File: src/rtl/moi.sv
// rtl/moi.sv - Q-table max/argmax lookup over four road BRAMs
//
// Ports:
//   clk, rst           clock (rising edge), synchronous active-high reset
//   req_valid/ready    request handshake; S is the state to look up
//   rd_addr, ren       shared BRAM read address (S<<2) and one-cycle read enable
//   D_road0..3         BRAM read data, one Q_WIDTH value per level
//   out_valid/ready    result handshake
//   Q_max, A_max       maximum signed Q and its action {road, dur}
//   S_out              state that produced the result
module moi #(
    parameter int L_WIDTH    = 4,
    parameter int Q_WIDTH    = 16,
    parameter int ADDR_WIDTH = 32,
    parameter int RD_LAT     = 2,
    localparam int N_LEVEL   = 2 ** (L_WIDTH / 2),
    localparam int S_WIDTH   = 2 * L_WIDTH,
    localparam int D_WIDTH   = Q_WIDTH * N_LEVEL,
    localparam int A_WIDTH   = 2 + L_WIDTH / 2
) (
    input  logic                  clk,
    input  logic                  rst,
    input  logic                  req_valid,
    output logic                  req_ready,
    input  logic [S_WIDTH-1:0]    S,
    output logic [ADDR_WIDTH-1:0] rd_addr,
    output logic                  ren,
    input  logic [D_WIDTH-1:0]    D_road0,
    input  logic [D_WIDTH-1:0]    D_road1,
    input  logic [D_WIDTH-1:0]    D_road2,
    input  logic [D_WIDTH-1:0]    D_road3,
    output logic                  out_valid,
    input  logic                  out_ready,
    output logic [Q_WIDTH-1:0]    Q_max,
    output logic [A_WIDTH-1:0]    A_max,
    output logic [S_WIDTH-1:0]    S_out
);

    localparam int N_ELEM = 4 * N_LEVEL;

    localparam logic [1:0] ST_IDLE = 2'd0;
    localparam logic [1:0] ST_READ = 2'd1;
    localparam logic [1:0] ST_SCAN = 2'd2;
    localparam logic [1:0] ST_DONE = 2'd3;

    logic [1:0]         state;
    logic [2:0]         cnt;
    logic [A_WIDTH-1:0] k;
    logic [Q_WIDTH-1:0] best_q;
    logic [A_WIDTH-1:0] best_a;

    // Element index {road, dur} is exactly the flattened road-major index,
    // so the scan simply walks elems[k].
    logic [Q_WIDTH-1:0] elems [N_ELEM];
    logic [D_WIDTH-1:0] road_data [4];

    logic               capture;
    logic [Q_WIDTH-1:0] elem;
    logic               greater;
    logic [Q_WIDTH-1:0] nxt_q;
    logic [A_WIDTH-1:0] nxt_a;
    logic [ADDR_WIDTH-1:0] addr_ext;

    assign road_data[0] = D_road0;
    assign road_data[1] = D_road1;
    assign road_data[2] = D_road2;
    assign road_data[3] = D_road3;

    assign req_ready = (state == ST_IDLE) && !rst;
    assign capture   = (state == ST_READ) && (cnt == 3'(RD_LAT));
    assign addr_ext  = ADDR_WIDTH'({S, 2'b00});

    always_comb begin
        elem    = elems[k];
        greater = $signed(elem) > $signed(best_q);
        nxt_q   = greater ? elem : best_q;
        nxt_a   = greater ? k : best_a;
    end

    // Data buffer needs no reset: it is only read after a fresh capture.
    always_ff @(posedge clk) begin
        if (!rst && capture) begin
            for (int r = 0; r < 4; r++) begin
                for (int d = 0; d < N_LEVEL; d++) begin
                    elems[r*N_LEVEL+d] <= road_data[r][d*Q_WIDTH +: Q_WIDTH];
                end
            end
        end
    end

    always_ff @(posedge clk) begin
        if (rst) begin
            state     <= ST_IDLE;
            ren       <= 1'b0;
            rd_addr   <= '0;
            S_out     <= '0;
            Q_max     <= '0;
            A_max     <= '0;
            out_valid <= 1'b0;
            cnt       <= '0;
            k         <= '0;
            best_q    <= '0;
            best_a    <= '0;
        end else begin
            case (state)
                ST_IDLE: begin
                    if (req_valid) begin
                        S_out   <= S;
                        rd_addr <= addr_ext;
                        ren     <= 1'b1;
                        cnt     <= '0;
                        state   <= ST_READ;
                    end
                end
                ST_READ: begin
                    ren <= 1'b0;
                    if (capture) begin
                        best_q <= D_road0[Q_WIDTH-1:0];
                        best_a <= '0;
                        k      <= A_WIDTH'(1);
                        state  <= ST_SCAN;
                    end else begin
                        cnt <= cnt + 3'd1;
                    end
                end
                ST_SCAN: begin
                    best_q <= nxt_q;
                    best_a <= nxt_a;
                    k      <= k + A_WIDTH'(1);
                    if (k == {A_WIDTH{1'b1}}) begin
                        // Results become visible only here, never mid-scan.
                        Q_max     <= nxt_q;
                        A_max     <= nxt_a;
                        out_valid <= 1'b1;
                        state     <= ST_DONE;
                    end
                end
                default: begin
                    if (out_ready) begin
                        out_valid <= 1'b0;
                        state     <= ST_IDLE;
                    end
                end
            endcase
        end
    end

endmodule

File: config.mk
export PLATFORM = sky130hd
export DESIGN_NAME = moi
export DESIGN_NICKNAME = d
export VERILOG_FILES = /design/src/rtl/moi.sv
export SDC_FILE = /design/constraint.sdc
export NUM_CORES = 1
export LEC_CHECK = 0
export CORE_ASPECT_RATIO = 0.8
export CORE_MARGIN = 2
export CORE_UTILIZATION = 50
export DETAILED_ROUTE_END_ITERATION = 7
export PLACE_DENSITY = 0.81
export SYNTH_ARGS = -nofsm -noshare
export SYNTH_HDL_FRONTEND = slang
export SYNTH_SLANG_ARGS = --single-unit
File: constraint.sdc
create_clock -name clk -period 21.3 [get_ports clk]
set_input_delay 4.26 -clock clk [delete_from_list [all_inputs] [get_ports clk]]
set_output_delay 4.26 -clock clk [all_outputs]
set_load 0.02 [all_outputs]
* Yosys cells after proc, flatten, opt, wreduce, memory -nomap -nowiden *
Memories as Yosys holds them, arrays and structs flattened. A register that Yosys moved wholly into a read port is not among the register bits.
Cells that the tools add are included.

word-level totals
  bits in registers = 59
  bits in latches = 0
  RAM bits = 256
  memory bits (read-only) = 0
  bits of input ports = 268
  output and inout port bits = 63
  logic and storage cells = 65
  memories kept = 1

operators by class
  add/sub/neg operators = 2
  multiply operators = 0
  divide/modulo/power cells = 0
  order comparisons = 1
  eq/ne operators = 8
  shift operators = 0
  mux-type cells = 25
  bitwise logic cells = 1
  reduce and logical (&&, ||, !) cells = 17

memory list
  memory  depth  bits a word  read ports  clocked after memory_dff  wr ports  RTL line  source
  elems   16     16           1           1                         16        54        logic [Q_WIDTH-1:0] elems [N_ELEM];

operators with widths
  operator               number
  $mux W16               2
  $pmux W16 S2           1
  $mux W4                5
  $gt A16 B16 Y1         1
  $pmux W4 S2            2
  $mux W2                4
  $ne A2 B2 Y1 const B   4
  $reduce_and A2 Y1      4
  $mux W3                2
  $pmux W2 S3            1
  $pmux W3 S2            1
  $reduce_and A3 Y1      2
  $reduce_bool A2 Y1     3
  $mux W1                5
  $add A4 B1 Y4 const B  1
  $eq A4 B4 Y1 const B   1
  $pmux W1 S2            2
  $reduce_and A4 Y1      1
  $reduce_bool A4 Y1     1
  $add A3 B1 Y3 const B  1
  $eq A3 B2 Y1 const B   1
  $logic_and A1 B1 Y1    3
  $eq A2 B1 Y1 const B   1
  $eq A2 B2 Y1 const B   1
  4 further kinds        4

* Depth between registers and ports, before layout *
  depth after elaboration = 6
  depth in mapped cells = 14

* Least setup slack after synthesis *
Ideal clock, no wire load.

  path type = input to register
  start point = input port rst
  end point = memory elems[0][0] (enable)
  setup time = 877 ps
  arrival time = 15478 ps
  required time = 20423 ps
  slack = 4945 ps
  cell stages on the path = 4
  path buffers = 3
  cells stage by stage = clkbuf_1 clkbuf_1 buf_1 nor2_1

RTL lines
  item             RTL line  source
  start, declared  22        input logic rst,
  end, declared    54

* Final worst setup path *
  start point = input port rst
  end point = output port req_ready

between the ends
  word-level cells in the longest chain between the ends = 2

ends and longest elaborated chain
  item                 RTL line  source
  $logic_not A1 Y1     69        assign req_ready = (state == ST_IDLE) && !rst;
  $logic_and A1 B1 Y1  69
  end, declared        24        output logic req_ready,

Every way passes these cells.

==> results.md <==
- Status: finished clean
- Number of global-route vias before repair: 8,776
- Clock skew: about 0.013 ns
- Slew headroom: 16.4%
- Mapped Area: roughly 13,000 sq um
- Clock network fraction of design power: 36.3%
- CP required: 17.04 ns
- Synth Flop Type: edfxtp_1
- Total grt overflow: 0
- DIE AREA: approximately 28,000 sq um
- GP Congestion: 0.831
- DRT Wirelength: 32,800 microns
- CTS resizes: 0
- Die Span Y: 151 microns
- Clock Pin Slew Worst Setup and Hold Paths: 0.06 ns
- Fill count: ~1,800
- I/O pin total: between 300 and 400
- Worst setup endpoint: req_ready
- Clock Latency Late Sink: approximately 0.57 ns
- Layout area overhead: 32.2%
- Row count: 53
- Ant. Diodes: 0
- Final Net Count: between 1,000 and 1,500
- Crit path from: rst
- Max incr delay on CP: 0.57 ns
- YS warnings: 0
- Synth unique cells: 47
- DRC Markers: 0
- Number of enable flip-flop cells after synthesis: 256
- CTS sink cnt: between 300 and 400
- Switching Power: 0.436 mW
- # setup viols final: 0
- Comb pwr share: 19.9%
- Gr usage total: between 20% and 30%
- Clock Path Buffers: 3
- WP depth: 4
- Crit start category: input port
- Crit-path cells: buf_2 > buf_4 > nor2b_1 > clkdlybuf4s50_1
- Core area: 26,300 sq um
- Int Pwr: 1.21 mW
- Synth area leader: edfxtp_1
- Top Family by Delay on Critical Path: buffers and inverters
- Worst path buffer plus inverter count: 3
- Port Buffer Count: slightly above 300
- Dpl hpwl: 22,500 microns
- R2R setup slack: 15.72 ns
- CP max FO: 62
- Most frequent cell after synthesis: edfxtp_1
- Worst-Margin Slew: 1.25 ns
- Post-synthesis sequential area ratio: about 67%
- Largest net degree at the start of global routing: 86
- Total CTS buffers: 31
- CTS Hold Buffers Added: 0
- Critical R2R Capture: best_q[8]$_SDFFE_PP0P_
- Die W: 187 microns
- Vias per cell: 5.69
- Mapped Avg Cell Area: 16.1 sq um
- Setup TNS: 0 ns
- FF-to-FF path depth: 11
- HP Class: reg2reg
- Register share of total power: 43.8%
- CP max-delay cell: clkdlybuf4s50_1
- Max Fclk: 102 MHz
- Synth top area share: between 50% and 60%
- CP Capture Type: output pin
- Initial core utilization: 51.0%
- Initial antenna violation count: 0
- First-pass GRT wire length: 49,300 microns
- Drt wl/cell: 21.9 microns
- RSZ-0062 raised after global routing: false
- Max_cap viols: 0
- Worst Path Arrival: 5.59 ns
- Synth Register Bits: 319
- Power, Total: 1.64 mW
- Via Count: 8,517
- VDD IR max: 0.0882 mV
- Ranking of synthesized cells by area: edfxtp_1 (57%), mux4_2 (13%), dfxtp_1 (9.4%)
- CTS tree: yes
- Mapped Cells: 832
- Synth cell count leaders: edfxtp_1 (256), mux4_2 (80), dfxtp_1 (63)
- H-tree depth: 1
- Post-DRT Antenna Nets: 0
- Synth async-reset ratio: 0%
- Final period util: ~46%
- Total setup buffers inserted after CTS: 0
- Leakage: 5.72 nW
- Root buf cell: clkbuf_16
- Crit Path Category: in2out
- Final Critical Period: between 9 and 10 ns
- Pwr per Cell Area: 92.6 nW/um^2
- Switching share of power: 26.6%
- Iteration-0 DRC Markers: 875
- DR pass1 iterations: 6
- Final Hold Fails: 0
- Pins over their slew limit: 0
- Proportion of layout cells with a drive suffix above 1: 13.9%
## tightest hold or removal path, delay by kind of cell (launching register included)
family	cells	cell delay, ns
flops	1	0.32
simple gates	1	0.06
compound gates	1	0.05
## sequential cells by signal, indices dropped and copies added, names as in the netlist, named ones only
signal     cells
best_a         4
elems        256
state          2
ren            1
Q_max         16
cnt            3
A_max          4
best_q        16
S_out          8
k              4
out_valid      1
## through the flow
stage / instances / utilization, % / setup WS [ns] / hold WS [ns] / instance area [sq um]
final: 1496 / 67.3 / 11.45 / 0.471 / 17700
after global routing: 1496 / 67.3 / 11.38 / 0.498 / 17700
after CTS: 1496 / 67.3 / 11.45 / 0.473 / 17700
after detailed placement: 1438 / 63.1 / 11.46 / 0.461 / 16600
after global placement: 1438 / 63.1 / 11.47 / 0.456 / 16600
after floorplan: 855 / - / 4.95 / 0.445 / 13500
## power by group through the flow
| stage | Combinational (mW) | Clock, mW | Sequential, mW |
|---|---|---|---|
| 4_1_cts | 0.325 | 0.604 | 0.720 |
| 3_3_place_gp | 0.317 | 0 | 0.732 |
| 5_1_grt | 0.355 | 0.627 | 0.724 |
| 2_1_floorplan | 0.225 | 0 | 0.720 |
| 6_report | 0.326 | 0.596 | 0.719 |
| 3_5_place_dp | 0.324 | 0 | 0.733 |
## area by class of cell
cell class	instances	area (sq um)	area share, %
tap	357	447	2.52
sequential	319	8960	50.5
clock inverter	22	307	1.73
inverter	22	82.6	0.466
clock buffer	36	805	4.54
timing repair buffer	318	3150	17.8
multi-input combinational	422	3990	22.5
## cells in the final DEF (no fill, tap or decap), drive strengths merged, types with 5 or more instances in the layout
cell,synthesis,routed
buf,54,13
nor3,9,9
dfxtp,63,63
a311oi,18,18
clkinv,0,9
a31oi,17,17
nor2b,9,9
edfxtp,256,256
a22oi,14,14
nor2,52,52
inv,22,23
bufinv,0,7
nand4,25,25
mux4,80,80
a311o,16,16
a21oi,27,27
clkdlybuf4s50,0,305
clkbuf,38,36
o31ai,19,19
clkinvlp,0,5
o21ai,8,8
nand2,38,38
nor3b,5,5
ha,22,22
nand3,11,11
conb,1,24
## worst min path at each step
stage	from	endpoint	slack [ns]	cells after the start
floorplan	best_a[2]$_SDFFE_PP0P_	A_max[2]$_SDFFE_PP0P_	0.44	1
global placement	best_a[3]$_SDFFE_PP0P_	A_max[3]$_SDFFE_PP0P_	0.46	1
detailed placement	best_a[3]$_SDFFE_PP0P_	A_max[3]$_SDFFE_PP0P_	0.46	1
CTS	S_out[1]$_SDFFE_PP0P_	S_out[1]$_SDFFE_PP0P_	0.47	2
global route	best_a[3]$_SDFFE_PP0P_	A_max[3]$_SDFFE_PP0P_	0.50	1
finish	S_out[1]$_SDFFE_PP0P_	S_out[1]$_SDFFE_PP0P_	0.47	2
## cells by family (layout without fill, tap and decap cells)
logic type,Yosys count,in the layout,synth area share (%)
AND/OR/NAND/NOR,161,161,5.96
flip-flops,319,319,66.7
AO/OA/AOI/OAI,132,132,7.28
other,1,24,0.0280
XOR/XNOR,2,2,0.131
adder cells (fa/ha/maj),22,22,2.05
multiplexers,81,81,13.5
buffers and inverters,114,398,4.34
## metal layers
metal / vias to the layer above / routed length, microns / global-route usage (%)
met4: 2 / 858 / 6.90
met3: 62 / 2630 / 4.55
met5: - / 66 / 1.75
met1: 4167 / 13400 / 31.3
li1: 3840 / - / -
met2: 446 / 15800 / 38.0
Power figures use the tool's default switching activity.
